===== src/rtl/peripheral_dbg_pu_riscv_jtag_pkg.sv =====
// Shared types and constants for the RISC-V debug JTAG TAP.
// TAP states, opcode values, IR capture pattern and the instruction-to-DR decode.
package peripheral_dbg_pu_riscv_jtag_pkg;

    typedef enum logic [3:0] {
        TEST_LOGIC_RESET,
        RUN_TEST_IDLE,
        SELECT_DR,
        CAPTURE_DR,
        SHIFT_DR,
        EXIT1_DR,
        PAUSE_DR,
        EXIT2_DR,
        UPDATE_DR,
        SELECT_IR,
        CAPTURE_IR,
        SHIFT_IR,
        EXIT1_IR,
        PAUSE_IR,
        EXIT2_IR,
        UPDATE_IR
    } tap_state_t;

    typedef enum logic [1:0] {
        DR_BYPASS,
        DR_IDCODE,
        DR_USERCODE,
        DR_DEBUG
    } dr_sel_t;

    localparam int IR_WIDTH_DEFAULT = 4;

    localparam logic [3:0] OPC_EXTEST         = 4'b0000;
    localparam logic [3:0] OPC_SAMPLE_PRELOAD = 4'b0001;
    localparam logic [3:0] OPC_IDCODE         = 4'b0010;
    localparam logic [3:0] OPC_USERCODE       = 4'b0011;
    localparam logic [3:0] OPC_DEBUG          = 4'b1000;
    localparam logic [3:0] OPC_BYPASS         = 4'b1111;

    localparam logic [1:0] IR_CAPTURE = 2'b01;

    // No boundary chain exists, so EXTEST/SAMPLE_PRELOAD and anything unknown fall to BYPASS.
    function automatic dr_sel_t decode_ir(input logic [3:0] op, input logic usercode_en);
        case (op)
            OPC_IDCODE:   return DR_IDCODE;
            OPC_DEBUG:    return DR_DEBUG;
            OPC_USERCODE: return usercode_en ? DR_USERCODE : DR_BYPASS;
            OPC_EXTEST, OPC_SAMPLE_PRELOAD, OPC_BYPASS: return DR_BYPASS;
            default:      return DR_BYPASS;
        endcase
    endfunction

endpackage


===== src/rtl/peripheral_dbg_pu_riscv_jtag_fsm.sv =====
// IEEE 1149.1 TAP state machine: TMS decode into the 16 TAP states.
// Synchronous active-high reset on tck_i forces TEST_LOGIC_RESET.
module peripheral_dbg_pu_riscv_jtag_fsm
    import peripheral_dbg_pu_riscv_jtag_pkg::*;
(
    input  logic       tck_i,
    input  logic       rst_i,
    input  logic       tms_i,
    output tap_state_t state_o
);

    tap_state_t state_q;

    always_ff @(posedge tck_i) begin
        if (rst_i) begin
            state_q <= TEST_LOGIC_RESET;
        end else begin
            case (state_q)
                TEST_LOGIC_RESET: state_q <= tms_i ? TEST_LOGIC_RESET : RUN_TEST_IDLE;
                RUN_TEST_IDLE:    state_q <= tms_i ? SELECT_DR        : RUN_TEST_IDLE;
                SELECT_DR:        state_q <= tms_i ? SELECT_IR        : CAPTURE_DR;
                CAPTURE_DR:       state_q <= tms_i ? EXIT1_DR         : SHIFT_DR;
                SHIFT_DR:         state_q <= tms_i ? EXIT1_DR         : SHIFT_DR;
                EXIT1_DR:         state_q <= tms_i ? UPDATE_DR        : PAUSE_DR;
                PAUSE_DR:         state_q <= tms_i ? EXIT2_DR         : PAUSE_DR;
                EXIT2_DR:         state_q <= tms_i ? UPDATE_DR        : SHIFT_DR;
                UPDATE_DR:        state_q <= tms_i ? SELECT_DR        : RUN_TEST_IDLE;
                SELECT_IR:        state_q <= tms_i ? TEST_LOGIC_RESET : CAPTURE_IR;
                CAPTURE_IR:       state_q <= tms_i ? EXIT1_IR         : SHIFT_IR;
                SHIFT_IR:         state_q <= tms_i ? EXIT1_IR         : SHIFT_IR;
                EXIT1_IR:         state_q <= tms_i ? UPDATE_IR        : PAUSE_IR;
                PAUSE_IR:         state_q <= tms_i ? EXIT2_IR         : PAUSE_IR;
                EXIT2_IR:         state_q <= tms_i ? UPDATE_IR        : SHIFT_IR;
                UPDATE_IR:        state_q <= tms_i ? SELECT_DR        : RUN_TEST_IDLE;
                default:          state_q <= TEST_LOGIC_RESET;
            endcase
        end
    end

    assign state_o = state_q;

endmodule


===== src/rtl/peripheral_dbg_pu_riscv_jtag_tap.sv =====
// JTAG TAP in front of the RISC-V debug top: IR, IDCODE/BYPASS registers and TDO mux.
// Optional USERCODE instruction enabled by defining PERIPHERAL_DBG_TAP_USERCODE_EN.
module peripheral_dbg_pu_riscv_jtag_tap
    import peripheral_dbg_pu_riscv_jtag_pkg::*;
#(
    parameter int          IR_WIDTH       = IR_WIDTH_DEFAULT,
    parameter logic [31:0] IDCODE_VALUE   = 32'h149511C3,
    parameter logic [31:0] USERCODE_VALUE = 32'h00000000
) (
    input  logic tck_i,
    input  logic rst_i,
    input  logic tms_i,
    input  logic tdi_i,
    output logic tdo_o,
    output logic tdo_oe_o,
    input  logic debug_tdo_i,
    output logic tlr_o,
    output logic shift_dr_o,
    output logic pause_dr_o,
    output logic update_dr_o,
    output logic capture_dr_o,
    output logic debug_select_o
);

`ifdef PERIPHERAL_DBG_TAP_USERCODE_EN
    localparam logic USERCODE_EN = 1'b1;
`else
    localparam logic USERCODE_EN = 1'b0;
`endif

    localparam logic [IR_WIDTH-1:0] IR_RESET   = IR_WIDTH'(OPC_IDCODE);
    localparam logic [IR_WIDTH-1:0] IR_CAP_VAL = IR_WIDTH'(IR_CAPTURE);
    localparam int                  IR_EXT_W   = IR_WIDTH + 4;

    tap_state_t          state;
    logic [IR_WIDTH-1:0] ir_q;
    logic [IR_WIDTH-1:0] ir_sr_q;
    logic [31:0]         id_sr_q;
    logic                bypass_q;
    logic                tdo_q;
    logic                tdo_oe_q;
    logic [IR_EXT_W-1:0] ir_ext;
    dr_sel_t             dr_sel;
    logic                tlr_entry;
    logic                sel_id_sr;

    peripheral_dbg_pu_riscv_jtag_fsm u_fsm (
        .tck_i   (tck_i),
        .rst_i   (rst_i),
        .tms_i   (tms_i),
        .state_o (state)
    );

    // Opcodes wider than four bits only match when the extra IR bits are zero.
    assign ir_ext    = IR_EXT_W'(ir_q);
    assign dr_sel    = (ir_ext[IR_EXT_W-1:4] == '0) ? decode_ir(ir_ext[3:0], USERCODE_EN)
                                                    : DR_BYPASS;
    assign sel_id_sr = (dr_sel == DR_IDCODE) || (dr_sel == DR_USERCODE);

    // Only SELECT_IR with TMS high enters TLR, so IDCODE is in place on the same edge.
    assign tlr_entry = (state == TEST_LOGIC_RESET) || ((state == SELECT_IR) && tms_i);

    always_ff @(posedge tck_i) begin
        if (rst_i) begin
            ir_q     <= IR_RESET;
            ir_sr_q  <= '0;
            id_sr_q  <= '0;
            bypass_q <= 1'b0;
        end else begin
            if (tlr_entry) begin
                ir_q <= IR_RESET;
            end else if (state == UPDATE_IR) begin
                ir_q <= ir_sr_q;
            end

            case (state)
                CAPTURE_IR: ir_sr_q <= IR_CAP_VAL;
                SHIFT_IR:   ir_sr_q <= {tdi_i, ir_sr_q[IR_WIDTH-1:1]};
                default:    ;
            endcase

            // IDCODE and USERCODE share one 32-bit shifter; USERCODE is never selected when disabled.
            if (state == CAPTURE_DR) begin
                if (dr_sel == DR_BYPASS) begin
                    bypass_q <= 1'b0;
                end
                if (dr_sel == DR_USERCODE) begin
                    id_sr_q <= USERCODE_VALUE;
                end else if (dr_sel == DR_IDCODE) begin
                    id_sr_q <= IDCODE_VALUE;
                end
            end else if (state == SHIFT_DR) begin
                if (dr_sel == DR_BYPASS) begin
                    bypass_q <= tdi_i;
                end
                if (sel_id_sr) begin
                    id_sr_q <= {tdi_i, id_sr_q[31:1]};
                end
            end
        end
    end

    always_ff @(negedge tck_i) begin
        if (state == TEST_LOGIC_RESET) begin
            tdo_q    <= 1'b0;
            tdo_oe_q <= 1'b0;
        end else begin
            tdo_oe_q <= (state == SHIFT_IR) || (state == SHIFT_DR);
            case (state)
                SHIFT_IR: tdo_q <= ir_sr_q[0];
                SHIFT_DR: begin
                    case (dr_sel)
                        DR_IDCODE, DR_USERCODE: tdo_q <= id_sr_q[0];
                        DR_DEBUG:               tdo_q <= debug_tdo_i;
                        default:                tdo_q <= bypass_q;
                    endcase
                end
                default:  tdo_q <= 1'b0;
            endcase
        end
    end

    assign tdo_o          = tdo_q;
    assign tdo_oe_o       = tdo_oe_q;
    assign tlr_o          = (state == TEST_LOGIC_RESET);
    assign shift_dr_o     = (state == SHIFT_DR);
    assign pause_dr_o     = (state == PAUSE_DR);
    assign update_dr_o    = (state == UPDATE_DR);
    assign capture_dr_o   = (state == CAPTURE_DR);
    assign debug_select_o = (dr_sel == DR_DEBUG);

endmodule


===== config.mk =====
export PLATFORM = sky130hd
export DESIGN_NAME = peripheral_dbg_pu_riscv_jtag_tap
export DESIGN_NICKNAME = d
export VERILOG_FILES = /design/src/rtl/peripheral_dbg_pu_riscv_jtag_pkg.sv /design/src/rtl/peripheral_dbg_pu_riscv_jtag_fsm.sv /design/src/rtl/peripheral_dbg_pu_riscv_jtag_tap.sv
export SDC_FILE = /design/constraint.sdc
export NUM_CORES = 1
export LEC_CHECK = 0
export ABC_AREA = 1
export BUFFER_PORTS_ARGS = -buffer_cell sky130_fd_sc_hd__clkbuf_2
export CAP_MARGIN = 20
export CORE_UTILIZATION = 59
export DETAILED_ROUTE_END_ITERATION = 12
export PLACE_DENSITY = 0.78
export SETUP_SLACK_MARGIN = 0.2
export SLEW_MARGIN = 10
export SYNTH_ARGS = -nofsm -noshare
export SYNTH_HDL_FRONTEND = slang
export SYNTH_SLANG_ARGS = --single-unit

===== constraint.sdc =====
create_clock -name tck_i -period 1.8 [get_ports tck_i]
set_input_delay 0.54 -clock tck_i [delete_from_list [all_inputs] [get_ports tck_i]]
set_output_delay 0.54 -clock tck_i [all_outputs]
set_load 0.1 [all_outputs]

# Word-level counts from Yosys, hierarchy flattened
# Index checks and enable logic that the tools add are counted.
word_totals:
  reg_bits: 47
  in_bits: 5
op_classes:
  eq_ne: 21
  muxes: 26
  n_reduce_logical: 16
op_table:
  columns: ["cell", "count"]
  rows:
  - ["$mux W32", 5]
  - ["$pmux W4 S12", 1]
  - ["$eq A4 B4 Y1 const B", 9]
  - ["$eq A4 B3 Y1 const B", 4]
  - ["$mux W4", 4]
  - ["$eq A4 B2 Y1 const B", 3]
  - ["$pmux W4 S2", 1]
  - ["$reduce_or A2 Y1", 4]
  - ["$mux W1", 7]
  - ["$mux W2", 3]
  - ["$mux W3", 2]
  - ["$reduce_bool A2 Y1", 3]
  - ["$eq A2 B2 Y1 const B", 2]
  - ["$eq A4 B1 Y1 const B", 1]
  - ["$logic_not A4 Y1", 1]
  - ["$pmux W1 S2", 2]
  - ["$pmux W2 S2", 1]
  - ["$logic_or A1 B1 Y1", 3]
  - ["$ne A3 B1 Y1 const B", 1]
  - ["$reduce_and A3 Y1", 1]
  - ["$reduce_or A3 Y1", 1]
  - ["$eq A2 B1 Y1 const B", 1]
  - ["$logic_not A2 Y1", 1]
  - ["$reduce_and A2 Y1", 1]
  - ["$logic_and A1 B1 Y1", 1]

# Longest topological paths before layout
depth:
  ltp_word: 7
  depth_mapped: 10
  depth_no_buf: 9

# Hierarchy
# A second synthesis with hierarchy kept.
hier_totals:
  cells_unflattened: 362
  area_unflattened_um2: 2328.5
by_module_without_submodules:
  columns: ["module", "instances", "cells_each", "area_per_inst_um2", "seq_area_each_um2"]
  rows:
  - ["peripheral_dbg_pu_riscv_jtag_tap", 1, 296, 1964.4, 860.8]
  - ["peripheral_dbg_pu_riscv_jtag_fsm", 1, 66, 364.1, 80.1]

==> results by group <==
Detailed routing
  • DRT iter0 DRCs: between 400 and 500
  • Drt drc: 0
  • Vias per inst: between 6 and 7
  • DRT antenna net count: 0
  • Drt total wl: 8560 um
  • Routed len/inst: roughly 20 um
  • DR pass1 iterations: 6
  • Via count: 2604

CTS
  • Num CTS Buffers: 5
  • Worst-path clk slew: roughly 0.15 ns
  • CTS tree: built
  • Clock Sinks: between 40 and 50
  • Post-CTS Hold Buffers: 0
  • Htree depth: 2
  • Clk buf depth: 2
  • Clock Latency Late Sink: between 0.4 and 0.5 ns
  • Clock Root Buffer: clkbuf_4

Cells and area
  • Final non-filler cell total: approximately 430
  • Layout cells sized above 1: around 30%
  • Finished Core Util: about nine tenths
  • Final nets: around 390
  • Filler cells: roughly 150
  • Area grow syn2layout: 45.2%
  • Diodes inserted: 0

Synthesis
  • Distinct cells, synth: 21
  • Synth warnings: 0
  • Synth area leader: dfxtp_1
  • Synth Cell Area: around 0.0021 sq mm
  • Post-Syn Instances: 324
  • Top_reg_cell synth: dfxtp_1
  • Number of enable-type register cells in the synthesized netlist: 0
  • Post-synth ARST share: 0%
  • Area contributors post-synth: dfxtp_1, nand2_1, nor2_1
  • Synthesized area per cell: around 6.5 sq um
  • Top-count cell post-synth: nand2_1
  • Share of the synthesized area in the top cell type: 44.7%
  • Top cells by count, synth: nand2_1, nor2_1, dfxtp_1, inv_1, o21ai_0
  • Seq/Total Area, Yosys: roughly 45%
  • #FFs+latches synth: 47
  • Syn Nets: 329

Run
  • Max-cap violations: 0

Worst setup path
  • CP max FO: 1
  • Crit Reg-Reg Endpoint: tdo_o
  • Max incr delay on CP: between 0.3 and 0.4 ns
  • CP endpoint: tdo_oe_o
  • Levels on crit path: 1
  • Worst Setup End Kind: output port
  • Reg2Reg Depth: 8
  • Critical Path RT: between 1 and 1.5 ns
  • Crit path cell chain: buf_12
  • Slowest CP cell: dfxtp_4
  • Crit. Startpoint: tdo_oe_o
  • CP Data Arrival Time: 1.92 ns
  • FF-to-FF setup slack: -0.21 ns
  • Reg2reg start: ir_q[2]
  • WS Path Type: flop to output port
  • CP bufs+invs: 1
  • Crit start category: flop
  • Crit path max-delay family: flip-flops

STA
  • Post-route worst setup slack: -0.657 ns
  • RSZ-0062 raised after global routing: true
  • Slew Limit Headroom: 60.6%
  • Worst Skew: ~0.11 ns
  • Measured slew at the worst slew-check pin: 0.589 ns
  • Setup-failing EPs final: 9
  • Fin. Hold Viols: 0
  • Max Slew Vio Count: 0

Pwr
  • Internal Power: 1.40 mW
  • Overall Power: ~2.0 mW
  • Psw: between 0.6 and 0.7 mW
  • Peak VDD IR: 0.676 mV
  • Reg power frac: 54.1%
  • Pwr per Cell Area: approximately 660 mW/mm^2
  • Switching power share of the total: between 30% and 40%
  • Static Leak: around 1.4 nW
  • Power share of the clock group: just under 30%
  • Gate power share: 16.9%

Placement
  • Hpwl dp: between 2000 and 3000 um
  • Gpl congestion: 0.863
  • DP Cell Count: about 390
  • Dpl ws: -0.159 ns
  • Number of port buffers: 12

GRT
  • Vias in the first global route: 1872
  • Total global-route track usage: 32.9%
  • Initial antenna violation count: 0
  • First-pass GRT wire length: 8780 um
  • Grt total ovfl: 0
  • Largest net degree at the start of global routing: 37

Floorplan
  • Core area: approximately 0.0034 sq mm
  • Die height: 61.7 um
  • IO Pins: 13
  • Die width: roughly 60 um
  • Initial cell density of the core: between 60% and 70%
  • Core Rows: 21
  • Die area: between 0.003 and 0.004 sq mm

Min path
  • Hold/Removal Path Class: input port to flop

Outcome
  • Failing checks: negative setup slack
  • Status: complete, but fails checks
worst min path at each step:
stage | startpoint | to | slack [ns] | cells after the start
after floorplan | ir_sr_q[0] | ir_sr_q[0] | 0.45 | 2
after global placement | id_sr_q[3] | id_sr_q[3] | 0.46 | 2
after detailed placement | id_sr_q[14] | id_sr_q[14] | 0.47 | 2
after CTS | tdi_i | ir_sr_q[3] | 0.41 | 3
after global routing | rst_i | ir_sr_q[2] | 0.44 | 2
final | rst_i | ir_sr_q[2] | 0.45 | 2
kinds of logic after synthesis:
kind of cell | synth area share (%)
AO/OA/AOI/OAI | 8.15
buffers and inverters | 8.03
flip-flops | 44.7
AND/OR/NAND/NOR | 39.1
routing by layer:
metal / track usage [%] / share of wire [%] / vias to the layer above
met4: 16.8 / 6.5 / 0
met3: 12.2 / 11 / 72
met5: 0 / 0 / -
li1: - / - / 1116
met1: 37.9 / 36 / 1171
met2: 53.6 / 47 / 245
metrics by stage:
step	instance area (sq um)	hold slack [ns]	setup TNS, ns
floorplan	2170	0.445	-0.767
global placement	2500	0.464	-0.362
detailed placement	2500	0.472	-0.422
CTS	2860	0.410	-1.57
global route	3060	0.441	-2.89
finish	3060	0.451	-2.31
cell usage in the layout (no fill, tap or decap), types with 6 or more instances in the layout:
cell type / synthesis / final
buf_6: 2 / 12
o21ai_0: 18 / 14
nand2_2: 3 / 6
nand2_4: 2 / 10
inv_1: 23 / 15
nor3_1: 11 / 11
inv_2: 3 / 6
nand3_1: 9 / 9
dfxtp_1: 47 / 38
buf_4: 1 / 30
dfxtp_4: 0 / 6
nor2_4: 0 / 9
nand2_1: 103 / 90
buf_12: 0 / 11
a21oi_1: 10 / 10
nor2_1: 77 / 69
power groups by stage:
stage	logic, mW	registers (mW)	clock network (mW)
2_1_floorplan	0.167	1.11	0.0103
3_3_place_gp	0.233	1.11	0.0103
3_5_place_dp	0.236	1.11	0.0103
4_1_cts	0.277	1.09	0.556
5_1_grt	0.360	1.10	0.624
6_report	0.343	1.10	0.588
what timing repair did:
action | 4_1_cts | 5_1_grt
setup endpoints to repair | 10 | 42
setup buffers | 19 | 8
pin swaps | 15 | 8
resized for setup | 48 | 20
gates cloned | 0 | 3
sequential cells by signal, summed over array words and instances (netlist names):
name and cells:
tdo_oe_o 1, ir_q 4, u_fsm.state_o 4, bypass_q 1
ir_sr_q 4, tdo_o 1, id_sr_q 32
final cells by class:
class / instances / area, sq um / area share (%)
multi-input combinational: 238 / 1160 / 38.1
sequential: 47 / 967 / 31.6
timing repair buffer: 60 / 666 / 21.8
inverter: 26 / 131 / 4.30
tap: 46 / 57.6 / 1.88
clock buffer: 7 / 55.1 / 1.80
clock inverter: 3 / 16.3 / 0.532
No activity file was read; power rests on OpenSTA's default activity.
